===== src/rtl/fifo_pkg.sv =====
// rtl/fifo_pkg.sv - shared FIFO constants, sizing and parameter-legality helpers
//
// Contents:
//   FIFO_STD / FIFO_FWFT : read-mode selectors for the FWFT parameter
//   clog2()              : pointer/count index width
//   is_pow2()            : power-of-two test
//   fifo_params_ok()     : full legality check of a FIFO parameter set
package fifo_pkg;

  localparam int FIFO_STD  = 0;
  localparam int FIFO_FWFT = 1;

  function automatic int clog2(input int value);
    int result;
    int v;
    result = 0;
    v      = value - 1;
    while (v > 0) begin
      result = result + 1;
      v      = v >> 1;
    end
    return result;
  endfunction

  function automatic bit is_pow2(input int value);
    return (value > 0) && ((value & (value - 1)) == 0);
  endfunction

  function automatic bit fifo_params_ok(input int width, input int depth,
                                        input int af_level, input int ae_level,
                                        input int mode);
    return (width >= 1) && is_pow2(depth) && (depth >= 4) &&
           (af_level >= 1) && (af_level <= depth) &&
           (ae_level >= 0) && (ae_level <= depth - 1) &&
           ((mode == FIFO_STD) || (mode == FIFO_FWFT));
  endfunction

endpackage


===== src/rtl/fifo_mem_dp.sv =====
// rtl/fifo_mem_dp.sv - simple dual-port register array, sync write, async read
//
// Ports:
//   clk   : write clock
//   we    : write enable
//   waddr : write address
//   wdata : write data
//   raddr : read address (combinational read)
//   rdata : read data
module fifo_mem_dp
  import fifo_pkg::*;
#(
  parameter int WIDTH = 8,
  parameter int DEPTH = 16
) (
  input  logic                    clk,
  input  logic                    we,
  input  logic [clog2(DEPTH)-1:0] waddr,
  input  logic [WIDTH-1:0]        wdata,
  input  logic [clog2(DEPTH)-1:0] raddr,
  output logic [WIDTH-1:0]        rdata
);

  // Storage is deliberately not reset; the FIFO control discards contents.
  logic [WIDTH-1:0] mem_q [DEPTH];

  always_ff @(posedge clk) begin
    if (we) begin
      mem_q[waddr] <= wdata;
    end
  end

  assign rdata = mem_q[raddr];

endmodule


===== src/rtl/sync_fifo_param.sv =====
// rtl/sync_fifo_param.sv - single-clock parametrised FIFO with flags and FWFT mode
//
// Ports:
//   CLK, rst_n         : clock, asynchronous active-low reset
//   push, Data_In      : write request and data
//   pop                : read request (FWFT: consume presented head word)
//   Data_Out/Data_Valid: read data and its qualifier
//   Full, Empty        : occupancy flags
//   Almost_Full/Empty  : threshold flags (Count >= AF_LEVEL / Count <= AE_LEVEL)
//   Count              : words held, 0..DEPTH
//   Overflow/Underflow : one-cycle pulses for rejected push/pop
module sync_fifo_param
  import fifo_pkg::*;
#(
  parameter int WIDTH    = 8,
  parameter int DEPTH    = 16,
  parameter int AF_LEVEL = 12,
  parameter int AE_LEVEL = 4,
  parameter int FWFT     = 0
) (
  input  logic                  CLK,
  input  logic                  rst_n,
  input  logic                  push,
  input  logic                  pop,
  input  logic [WIDTH-1:0]      Data_In,
  output logic [WIDTH-1:0]      Data_Out,
  output logic                  Data_Valid,
  output logic                  Full,
  output logic                  Empty,
  output logic                  Almost_Full,
  output logic                  Almost_Empty,
  output logic [clog2(DEPTH):0] Count,
  output logic                  Overflow,
  output logic                  Underflow
);

  localparam int AW = clog2(DEPTH);
  localparam int CW = AW + 1;
  localparam logic [CW-1:0] ONE     = CW'(1);
  localparam logic [CW-1:0] DEPTH_C = CW'(DEPTH);
  localparam logic [CW-1:0] AF_C    = CW'(AF_LEVEL);
  localparam logic [CW-1:0] AE_C    = CW'(AE_LEVEL);

  if (!fifo_params_ok(WIDTH, DEPTH, AF_LEVEL, AE_LEVEL, FWFT)) begin : g_param_check
    $error("sync_fifo_param: illegal WIDTH/DEPTH/AF_LEVEL/AE_LEVEL/FWFT combination");
  end

  logic [CW-1:0]    wr_ptr_q, wr_ptr_d, rd_ptr_q, rd_ptr_d, count_q, count_d;
  logic             full_q, full_d, empty_q, empty_d, af_q, af_d, ae_q, ae_d;
  logic             ovf_q, ovf_d, udf_q, udf_d, dvalid_q, dvalid_d;
  logic [WIDTH-1:0] dout_q, dout_d, mem_rdata;
  logic [AW-1:0]    mem_raddr;
  logic             push_ok, pop_ok;

  // Standard mode reads the current head on pop; FWFT prefetches the head
  // that will be current after this edge so it can be registered now.
  assign mem_raddr = (FWFT == FIFO_FWFT) ? rd_ptr_d[AW-1:0] : rd_ptr_q[AW-1:0];

  fifo_mem_dp #(
    .WIDTH (WIDTH),
    .DEPTH (DEPTH)
  ) u_mem (
    .clk   (CLK),
    .we    (push_ok),
    .waddr (wr_ptr_q[AW-1:0]),
    .wdata (Data_In),
    .raddr (mem_raddr),
    .rdata (mem_rdata)
  );

  always_comb begin
    push_ok  = push && !full_q;
    pop_ok   = pop && !empty_q;
    wr_ptr_d = push_ok ? (wr_ptr_q + ONE) : wr_ptr_q;
    rd_ptr_d = pop_ok ? (rd_ptr_q + ONE) : rd_ptr_q;

    count_d = count_q;
    if (push_ok && !pop_ok) begin
      count_d = count_q + ONE;
    end else if (!push_ok && pop_ok) begin
      count_d = count_q - ONE;
    end

    full_d  = (count_d == DEPTH_C);
    empty_d = (count_d == '0);
    af_d    = (count_d >= AF_C);
    ae_d    = (count_d <= AE_C);
    ovf_d   = push && full_q;
    udf_d   = pop && empty_q;

    dout_d   = dout_q;
    dvalid_d = 1'b0;
    if (FWFT == FIFO_FWFT) begin
      dvalid_d = (count_d != '0);
      if (count_d != '0) begin
        // The next head is the word being written this cycle: it is not in
        // the array yet, so forward it straight from the input.
        dout_d = (push_ok && (rd_ptr_d == wr_ptr_q)) ? Data_In : mem_rdata;
      end
    end else begin
      dvalid_d = pop_ok;
      if (pop_ok) begin
        dout_d = mem_rdata;
      end
    end
  end

  always_ff @(posedge CLK or negedge rst_n) begin
    if (!rst_n) begin
      wr_ptr_q <= '0;
      rd_ptr_q <= '0;
      count_q  <= '0;
      full_q   <= 1'b0;
      empty_q  <= 1'b1;
      af_q     <= 1'b0;
      ae_q     <= 1'b1;
      ovf_q    <= 1'b0;
      udf_q    <= 1'b0;
      dout_q   <= '0;
      dvalid_q <= 1'b0;
    end else begin
      wr_ptr_q <= wr_ptr_d;
      rd_ptr_q <= rd_ptr_d;
      count_q  <= count_d;
      full_q   <= full_d;
      empty_q  <= empty_d;
      af_q     <= af_d;
      ae_q     <= ae_d;
      ovf_q    <= ovf_d;
      udf_q    <= udf_d;
      dout_q   <= dout_d;
      dvalid_q <= dvalid_d;
    end
  end

  assign Data_Out     = dout_q;
  assign Data_Valid   = dvalid_q;
  assign Full         = full_q;
  assign Empty        = empty_q;
  assign Almost_Full  = af_q;
  assign Almost_Empty = ae_q;
  assign Count        = count_q;
  assign Overflow     = ovf_q;
  assign Underflow    = udf_q;

endmodule


===== config.mk =====
export PLATFORM = sky130hd
export DESIGN_NAME = sync_fifo_param
export DESIGN_NICKNAME = d
export VERILOG_FILES = /design/src/rtl/fifo_pkg.sv /design/src/rtl/fifo_mem_dp.sv /design/src/rtl/sync_fifo_param.sv
export SDC_FILE = /design/constraint.sdc
export NUM_CORES = 1
export LEC_CHECK = 0
export CAP_MARGIN = 10
export CORE_MARGIN = 2
export CORE_UTILIZATION = 50
export CTS_BUF_LIST = sky130_fd_sc_hd__clkbuf_4
export DETAILED_ROUTE_END_ITERATION = 10
export GPL_ROUTABILITY_DRIVEN = 0
export PLACE_DENSITY = 0.74
export SYNTH_ARGS = -nofsm -noshare
export SYNTH_HDL_FRONTEND = slang
export SYNTH_HIERARCHICAL = 1
export SYNTH_SLANG_ARGS = --single-unit

===== constraint.sdc =====
create_clock -name CLK -period 2.7 [get_ports CLK]
set_input_delay 0.405 -clock CLK [delete_from_list [all_inputs] [get_ports CLK]]
set_output_delay 0.405 -clock CLK [all_outputs]
set_load 0.005 [all_outputs]

After elaboration in Yosys (flattened, before gate mapping)
Memory sizes are Yosys's and may differ from the RTL's. A register that Yosys moved wholly into a read port is not among the register bits.
Index checks and enable logic that the tools add are counted.
W data, S select, Z words.
- muxes and demuxes: 4
- $add $sub $neg: 4
- $lt $le $gt $ge: 2
- reductions and logical operators: 12
- equality and inequality tests: 1
- operators by type and width (cell ; number):
    $add A5 B1 Y5 const B ; 3
    $mux W5 ; 2
    $logic_and A1 B1 Y1 ; 6
    $eq A5 B5 Y1 const B ; 1
    $ge A5 B4 Y1 const B ; 1
    $le A5 B3 Y1 const B ; 1
    $logic_not A1 Y1 ; 5
    $logic_not A5 Y1 ; 1
    $sub A5 B1 Y5 const B ; 1
    $mux W1 ; 2
- flip-flop bits (word level): 22
- memories: 1
- RAM bits: 128
- logic and storage cells: 34
- output and inout bits: 20
- input port bits: 12
- memory list (memory ; depth ; bits a word ; rd ports ; clocked after Yosys merged registers in ; write ports ; RTL line ; RTL):
    u_mem.mem_q ; 16 ; 8 ; 1 ; 1 ; 1 ; fifo_mem_dp.sv:25 ; logic [WIDTH-1:0] mem_q [DEPTH];

Longest topological paths before layout
Gate-level depths: netlist (run 1).
- depth after elaboration: 7
- depth in mapped cells: 7
- gate-level depth less buffers: 7

Cells and area by module
Netlist (run 1), hierarchy kept.
- modules (own cells, without submodules) (module ; times used ; seq. area each (µm²) ; area an instance (µm²) ; cells an instance):
    fifo_mem_dp ; 1 ; 3843.7 ; 4987.3 ; 221
    sync_fifo_param ; 1 ; 703.2 ; 1232.4 ; 111

Worst setup path before layout (run 1)
OpenSTA, ideal clock, no wires.
- kind: register -> register
- from: register full_q (netlist: Full)
- to: memory u_mem.mem_q[0][0], enable pin
- library setup time: 0.383 ns
- data required time: 2.317 ns
- arrival time: 1.750 ns
- setup slack: 0.566 ns
- path buffers: 0
- stages on the path, launching flop included: 5
- period minus slack after synthesis: 2.134 ns
- path through: dfrtp_1 > nand2b_4 > inv_6 > or3b_2 > nor3_1
- cells in the longest elaborated chain, start to end: 4
- ends and longest elaborated chain (what ; RTL line ; RTL):
    from (decl) ; sync_fifo_param.sv:49 ; logic full_q, full_d, empty_q, empty_d, af_q, af_d, ae_q, ae_d;
    from (signal assigned) ; sync_fifo_param.sv:125 ; full_q <= full_d;
    $logic_not A1 Y1 ; sync_fifo_param.sv:72 ; push_ok = push && !full_q;
    $logic_and A1 B1 Y1 ; sync_fifo_param.sv:72 ;
    via push_ok ; sync_fifo_param.sv:53 ; logic push_ok, pop_ok;
    $mux W1 ; fifo_mem_dp.sv:28 ; if (we) begin
    $mux W1 (implied by the code) ; fifo_mem_dp.sv:29 ; mem_q[waddr] <= wdata;
    to (decl) ; fifo_mem_dp.sv:25 ;
The timed path passes the listed nets, and every way through them passes these cells.

Final worst setup path (run 1)
- from: register empty_q (netlist: Empty)
- to: output port Empty
- RTL lines (what ; RTL line ; RTL):
    from (decl) ; sync_fifo_param.sv:49 ;
    from (signal assigned) ; sync_fifo_param.sv:126 ; empty_q <= empty_d;
    to (decl) ; sync_fifo_param.sv:29 ; output logic Empty,
No word-level cell between the ends.

==> flow_summary.toml, run 1 <==
[critical_path]
path_max_fanout = 4
slowest_delay_ps = 590
required_ps = 2300
cp.arrival_ps = 1630
path_class = "register to primary output"
startpoint_type = "register"
crit_family = "flip-flops"
cp_slowest_cell = "dfstp_2"
path_buf_inv = 1
r2r_slack_ps = 670
worstSetupEndpointType = "primary output"
crit_chain = "clkdlybuf4s50_1"

[clocking]
htreeDepth = 4
cts_tree = "yes"
numCtsBuffers = 17
clockBufferDepth = 2
cts_resized = 0
postCtsSetupRepairBufs = 0
hold_buffers = 0
clk_latency_ps = 540
root_buffer = "clkbuf_4"
clkSinkCount = 156
cts.clk_slew.worst_paths_ps = 130

[route]
drc = 0
wire_per_inst_um = 20.3
drtPass1Iterations = 4
vias = 3146
finalWirelength_um = 11500
via_per_inst = 5.52
drt_iter0_drc = 350
ant_nets = 0

[synthesis]
netlist_instances = 332
synth_warnings = 6
async_flop_share_pct = 17.9
netlist_area_um2 = 6220
synth.avg_cell_area_um2 = 18.7
yosysSeqAreaShare_pct = 73.1
synthFlopType = "edfxtp_1"
synth_cell_type_count = 42
synth_edf_count = 128
syn_nets = 348
ys_seq_elements = 156

[power_and_ir_drop]
vdd_drop_max_mv = 0.418
p_total_mw = 7.04
p_leak_nw = 2.49
p_per_area_nw_per_um2 = 989

[global_route]
grt_max_degree = 36
grt_pass1_wl_um = 17900
grt_pass1_vias = 3241
grt_use_total_pct = 18.9
gr-total-overflow = 0
antenna_found_initial = 0

[die]
dieArea_um2 = 13300
row_count = 40
io_pins = 32
die_w_um = 116
initial_core_util_pct = 51.6
fp.dieH_um = 116
core_um2 = 12100

[layout]
area_growth_pct = 14.5
layout-drive-gt1-share_pct = 20.9
fin_nets = 406
num_antenna_cells = 0
instances_no_fill = 570
fin_util_pct = 59.0

[run_status]
status = "completed"

[job]
maxCapViolations = 0

[min_path]
hold_class = "input port to asynchronous set/reset pin"

[sta]
setup_viol = 0
fin_setup_tns_ps = 0
setup_ws_ps = 660
rsz0062_at_grt = "false"
max_freq_mhz = 490
finalCritPeriodShare_pct = 75.6
slew_violations = 0
maxSlewHeadroom_pct = 55.4
min_period_ps = 2040
max_slew.worst_pin.slew_ps = 668
finalHoldViolCount = 0
skew_ps = 22.2

[placement]
dp_slack_ps = 384
hpwlAfterDp_um = 7470
port_buffers = 31
dp.cells = 539
==> through the flow <==
step	cell area, um^2	hold slack, ps
after CTS	7120	193
after global routing	7120	230
after floorplan	6220	109
final	7120	217
after detailed placement	6810	468
after global placement	6810	467
==> layer usage <==
layer	global-route usage, %	share of wire, %	up-vias
met5	0	0	-
li1	-	-	1429
met1	25.9	44	1625
met3	4.76	5.4	10
met2	29.6	49	82
met4	7.23	1.0	0
==> power by group <==
group | total [mW] | internal [mW] | switching, mW
clock | 1.51 | 0.773 | 0.735
combinational | 2.26 | 1.09 | 1.17
sequential | 3.27 | 3.02 | 0.257
==> path summary, 6_finish.rpt <==
check                                         from                      end  cells past startpoint
max                                Empty$_DFF_PN1_                    Empty                      1
min                                          rst_n  Data_Out[2]$_DFFE_PN0P_                      2
max reg2reg                rd_ptr_q[0]$_DFFE_PN0P_  Data_Out[2]$_DFFE_PN0P_                      6
min reg2reg                Data_Out[1]$_DFFE_PN0P_  Data_Out[1]$_DFFE_PN0P_                      2
max in group asynchronous                    rst_n   Almost_Empty$_DFF_PN1_                      2
min in group CLK           Data_Out[1]$_DFFE_PN0P_  Data_Out[1]$_DFFE_PN0P_                      2
==> cell usage after synthesis, types with 4 or more instances <==
| library cell | number | share of area, % |
|---|---|---|
| a22oi_1 | 17 | 2.1 |
| nor3_1 | 4 | 0.32 |
| xnor2_1 | 7 | 0.99 |
| dfrtp_1 | 26 | 10 |
| mux4_1 | 14 | 5.9 |
| edfxtp_1 | 128 | 62 |
| o21ai_0 | 4 | 0.32 |
| nand3_1 | 4 | 0.32 |
| nor2_1 | 17 | 1.0 |
| ha_1 | 4 | 0.80 |
| mux4_2 | 18 | 6.5 |
| nand2_1 | 43 | 2.6 |
==> kinds of logic (layout without fill, tap and decap cells) <==
family          Yosys count  count (layout)  synth area share (%)
simple gates             88              88                  7.08
compound gates           26              26                  3.10
buf+inv                  16              86                  1.83
xor+xnor                 10              10                  1.65
fa+ha+maj                 4               4                 0.805
flops                   156             156                  73.1
mux                      32              32                  12.4
==> registers in the layout, summed over array words and instances, names as in the netlist <==
name	count
u_mem/mem_q	128
Data_Out	8
Count	5
rd_ptr_q	4
wr_ptr_q	4
Almost_Empty	1
Almost_Full	1
Data_Valid	1
Empty	1
Full	1
Overflow	1
Underflow	1
==> layout by cell type (no fill, tap or decap), types with 2 or more instances in the layout <==
cell and instances:
edfxtp_1 128, nand2_1 43, clkdlybuf4s50_1 31, dfrtp_1 25
clkbuf_4 22, buf_4 19, mux4_2 18, nor2_1 17
a22oi_1 17, mux4_1 14, xnor2_1 7, nand3_1 4
o21ai_0 4, ha_1 4, bufinv_16 4, nor3_1 4
inv_1 3, nand3b_1 3, dfstp_2 2, nand2b_4 2
nor4_2 2, and2_1 2, nand4_1 2, clkinv_1 2
clkinv_2 2, nand2b_1 2
==> cell type report <==
| type | instances | area [um^2] |
|---|---|---|
| inverters | 4 | 20.0 |
| fillers | 893 | 4940 |
| clock inverters | 9 | 145 |
| repair buffers | 51 | 473 |
| well taps | 168 | 210 |
| flip-flops and latches | 156 | 4550 |
| clock buffers | 22 | 165 |
| multi-input cells | 160 | 1560 |
No activity file was read; power rests on OpenSTA's default activity.
==> inputs of run 2 (changes only) <==
--- a/config.mk
+++ b/config.mk
@@ -11,7 +11,7 @@
 export CTS_BUF_LIST = sky130_fd_sc_hd__clkbuf_4
 export DETAILED_ROUTE_END_ITERATION = 10
 export GPL_ROUTABILITY_DRIVEN = 0
-export PLACE_DENSITY = 0.74
+export PLACE_DENSITY = 0.77
 export SYNTH_ARGS = -nofsm -noshare
 export SYNTH_HDL_FRONTEND = slang
 export SYNTH_HIERARCHICAL = 1
==> constraint.sdc (replaced) <==
create_clock -name CLK -period 1.68 [get_ports CLK]
set_input_delay 0.252 -clock CLK [delete_from_list [all_inputs] [get_ports CLK]]
set_output_delay 0.252 -clock CLK [all_outputs]
set_load 0.005 [all_outputs]
==> run 2 against run 1 <==
Against the previous run: the run now ends with setup timing left; setup slack worse by 860 ps; sequential power increased by 59%; combinational power rose by 130%; global-route usage up 2.0 points; critical path depth increased by 6; die area did not move; via count grew 10%; critical path type is now register to register; critical endpoint is now Data_Out[3]$_DFFE_PN0P_.
==> flow_summary.toml, run 2 (same netlist as run 1, synthesis figures left out) <==
[placement]
dp_slack_ps = -383
port_buffers = 31
dpl_cell_area_um2 = 7110
hpwlAfterDp_um = 8360

[clocking]
clkSinkCount = 156
cts.clk_slew.worst_paths_ps = 140
hold_buffers = 0
root_buffer = "clkbuf_4"
clk_latency_ps = 530
clockBufferDepth = 2
htreeDepth = 4
cts_tree = "yes"
numCtsBuffers = 17

[sta]
slew_violations = 0
max_freq_mhz = 532
setup_ws_ps = -200
max_slew.worst_pin.slew_ps = 636
finalHoldViolCount = 0
min_period_ps = 1880
fin_setup_tns_ps = -1420
skew_ps = 20.4
rsz0062_at_grt = "true"
maxSlewHeadroom_pct = 57.5
setup_viol = 10
finalCritPeriodShare_pct = 112

[critical_path]
worstSetupEndpointType = "register"
cp_slowest_cell = "mux4_2"
slowest_delay_ps = 570
required_ps = 2130
crit_family = "multiplexers"
r2r_slack_ps = -200
startpoint_type = "register"
cp.arrival_ps = 2330
reg2reg_from = "rd_ptr_q[0]$_DFFE_PN0P_"
path_buf_inv = 2
r2r_cells = 7
path_max_fanout = 18
path_class = "register to register"
r2r_end = "Data_Out[3]$_DFFE_PN0P_"
crit_chain = "buf_12 -> bufbuf_16 -> mux4_2 -> a22oi_2 -> nand2_1 -> nand2_1 -> nand2_1"
crit_path_frequent_cell = "nand2_1"

[layout]
layout_common_cells = "128 x edfxtp_1, 52 x buf_4, 42 x nand2_1"
fin_area_um2 = 7710
largest_reg_flops = 128
num_antenna_cells = 0
fin_nets = 451
num-fill-cells = 781
final_common_cell = "edfxtp_1"
area_growth_pct = 24.0
top_register = "u_mem/mem_q"
fin_util_pct = 64.0
layout-drive-gt1-share_pct = 35.7

[route]
drt_iter0_drc = 306
ant_nets = 0
via_per_inst = 5.63
drtPass1Iterations = 5
wire_per_inst_um = 21.6
drc = 0
vias = 3469
finalWirelength_um = 13300

[global_route]
gr-total-overflow = 0
grt_pass1_vias = 3540
grt_pass1_wl_um = 19800
grt_max_degree = 29
antenna_found_initial = 0
grt_use_total_pct = 20.9

[power_and_ir_drop]
vdd_drop_max_mv = 0.622
p_per_area_nw_per_um2 = 1630
p_leak_nw = 2.86
p_total_mw = 12.6

[job]
maxCapViolations = 0

[die]
fp.dieH_um = 116
core_um2 = 12100
initial_core_util_pct = 51.6
row_count = 40
dieArea_um2 = 13300
io_pins = 32
die_w_um = 116

[min_path]
hold_class = "input port to asynchronous set/reset pin"

[run_status]
violations = "setup timing"
status = "finished with violations"
==> run 2: cell count changes in the layout (fill, tap and decap cells not counted), moves of 5 or more <==
cell / change
a22oi_2: +6
clkdlybuf4s50_1: -20
buf_4: +33
a22oi_1: -6
dlygate4sd2_1: +11
nor2_1: -5
buf_12: +7
dlymetal6s2s_1: +8
nor2_2: +5
==> run 2: how the worst max path moves through the flow <==
stage / cells after the start / to / startpoint / slack [ps]
floorplan: 4 / u_mem/mem_q[0][0]$_DFFE_PP_ / Full$_DFF_PN0_ / -50
global placement: 6 / u_mem/mem_q[0][2]$_DFFE_PP_ / push / -300
detailed placement: 8 / Almost_Empty$_DFF_PN1_ / push / -380
CTS: 7 / Data_Out[2]$_DFFE_PN0P_ / rd_ptr_q[0]$_DFFE_PN0P_ / -190
global route: 8 / Data_Out[1]$_DFFE_PN0P_ / rd_ptr_q[0]$_DFFE_PN0P_ / -270
finish: 7 / Data_Out[3]$_DFFE_PN0P_ / rd_ptr_q[0]$_DFFE_PN0P_ / -200
==> run 2: cell type report <==
cell class	instances	area, um^2	area share [%]
Timing Repair Buffer	96	940	12.2
Clock buffer	18	135	1.75
Inverter	4	22.5	0.292
Multi-Input combinational cell	160	1710	22.2
Tap cell	168	210	2.73
Sequential cell	156	4550	59.0
Clock inverter	14	145	1.88
==> run 2: timing repair <==
| action | in CTS | in global routing |
|---|---|---|
| setup buffers | 13 | 8 |
| cloned | 1 | 0 |
| gates resized for setup | 22 | 36 |
| setup endpoints to repair | 31 | 59 |
| pin swaps | 0 | 8 |
==> run 2: power by group <==
group	switching, mW	internal [mW]	total (mW)
Clock	1.31	0.901	2.21
Sequential	0.353	4.85	5.21
Combinational	2.54	2.63	5.17
==> run 2: metal layers <==
metal  track usage [%]  up-vias  share of wire [%]
met3              5.28       25                5.8
li1                  -     1526                  -
met2              34.9      134                 52
met1              26.6     1784                 39
met5                 0        -                  0
met4              8.03        0                2.5
==> run 2: stage by stage <==
stage	cells	hold slack [ps]
floorplan	332	-43.6
global placement	563	459
detailed placement	563	464
CTS	609	64.1
global route	616	66.6
finish	616	72.9
==> run 2: worst register-to-register path: cells and delay by family, from the launching register on <==
family / cells / cell delay [ps]
muxes: 1 / 570
buffers and inverters: 2 / 470
DFF: 1 / 400
and+or+nand+nor: 3 / 190
AOI/OAI and AO/OA: 1 / 160
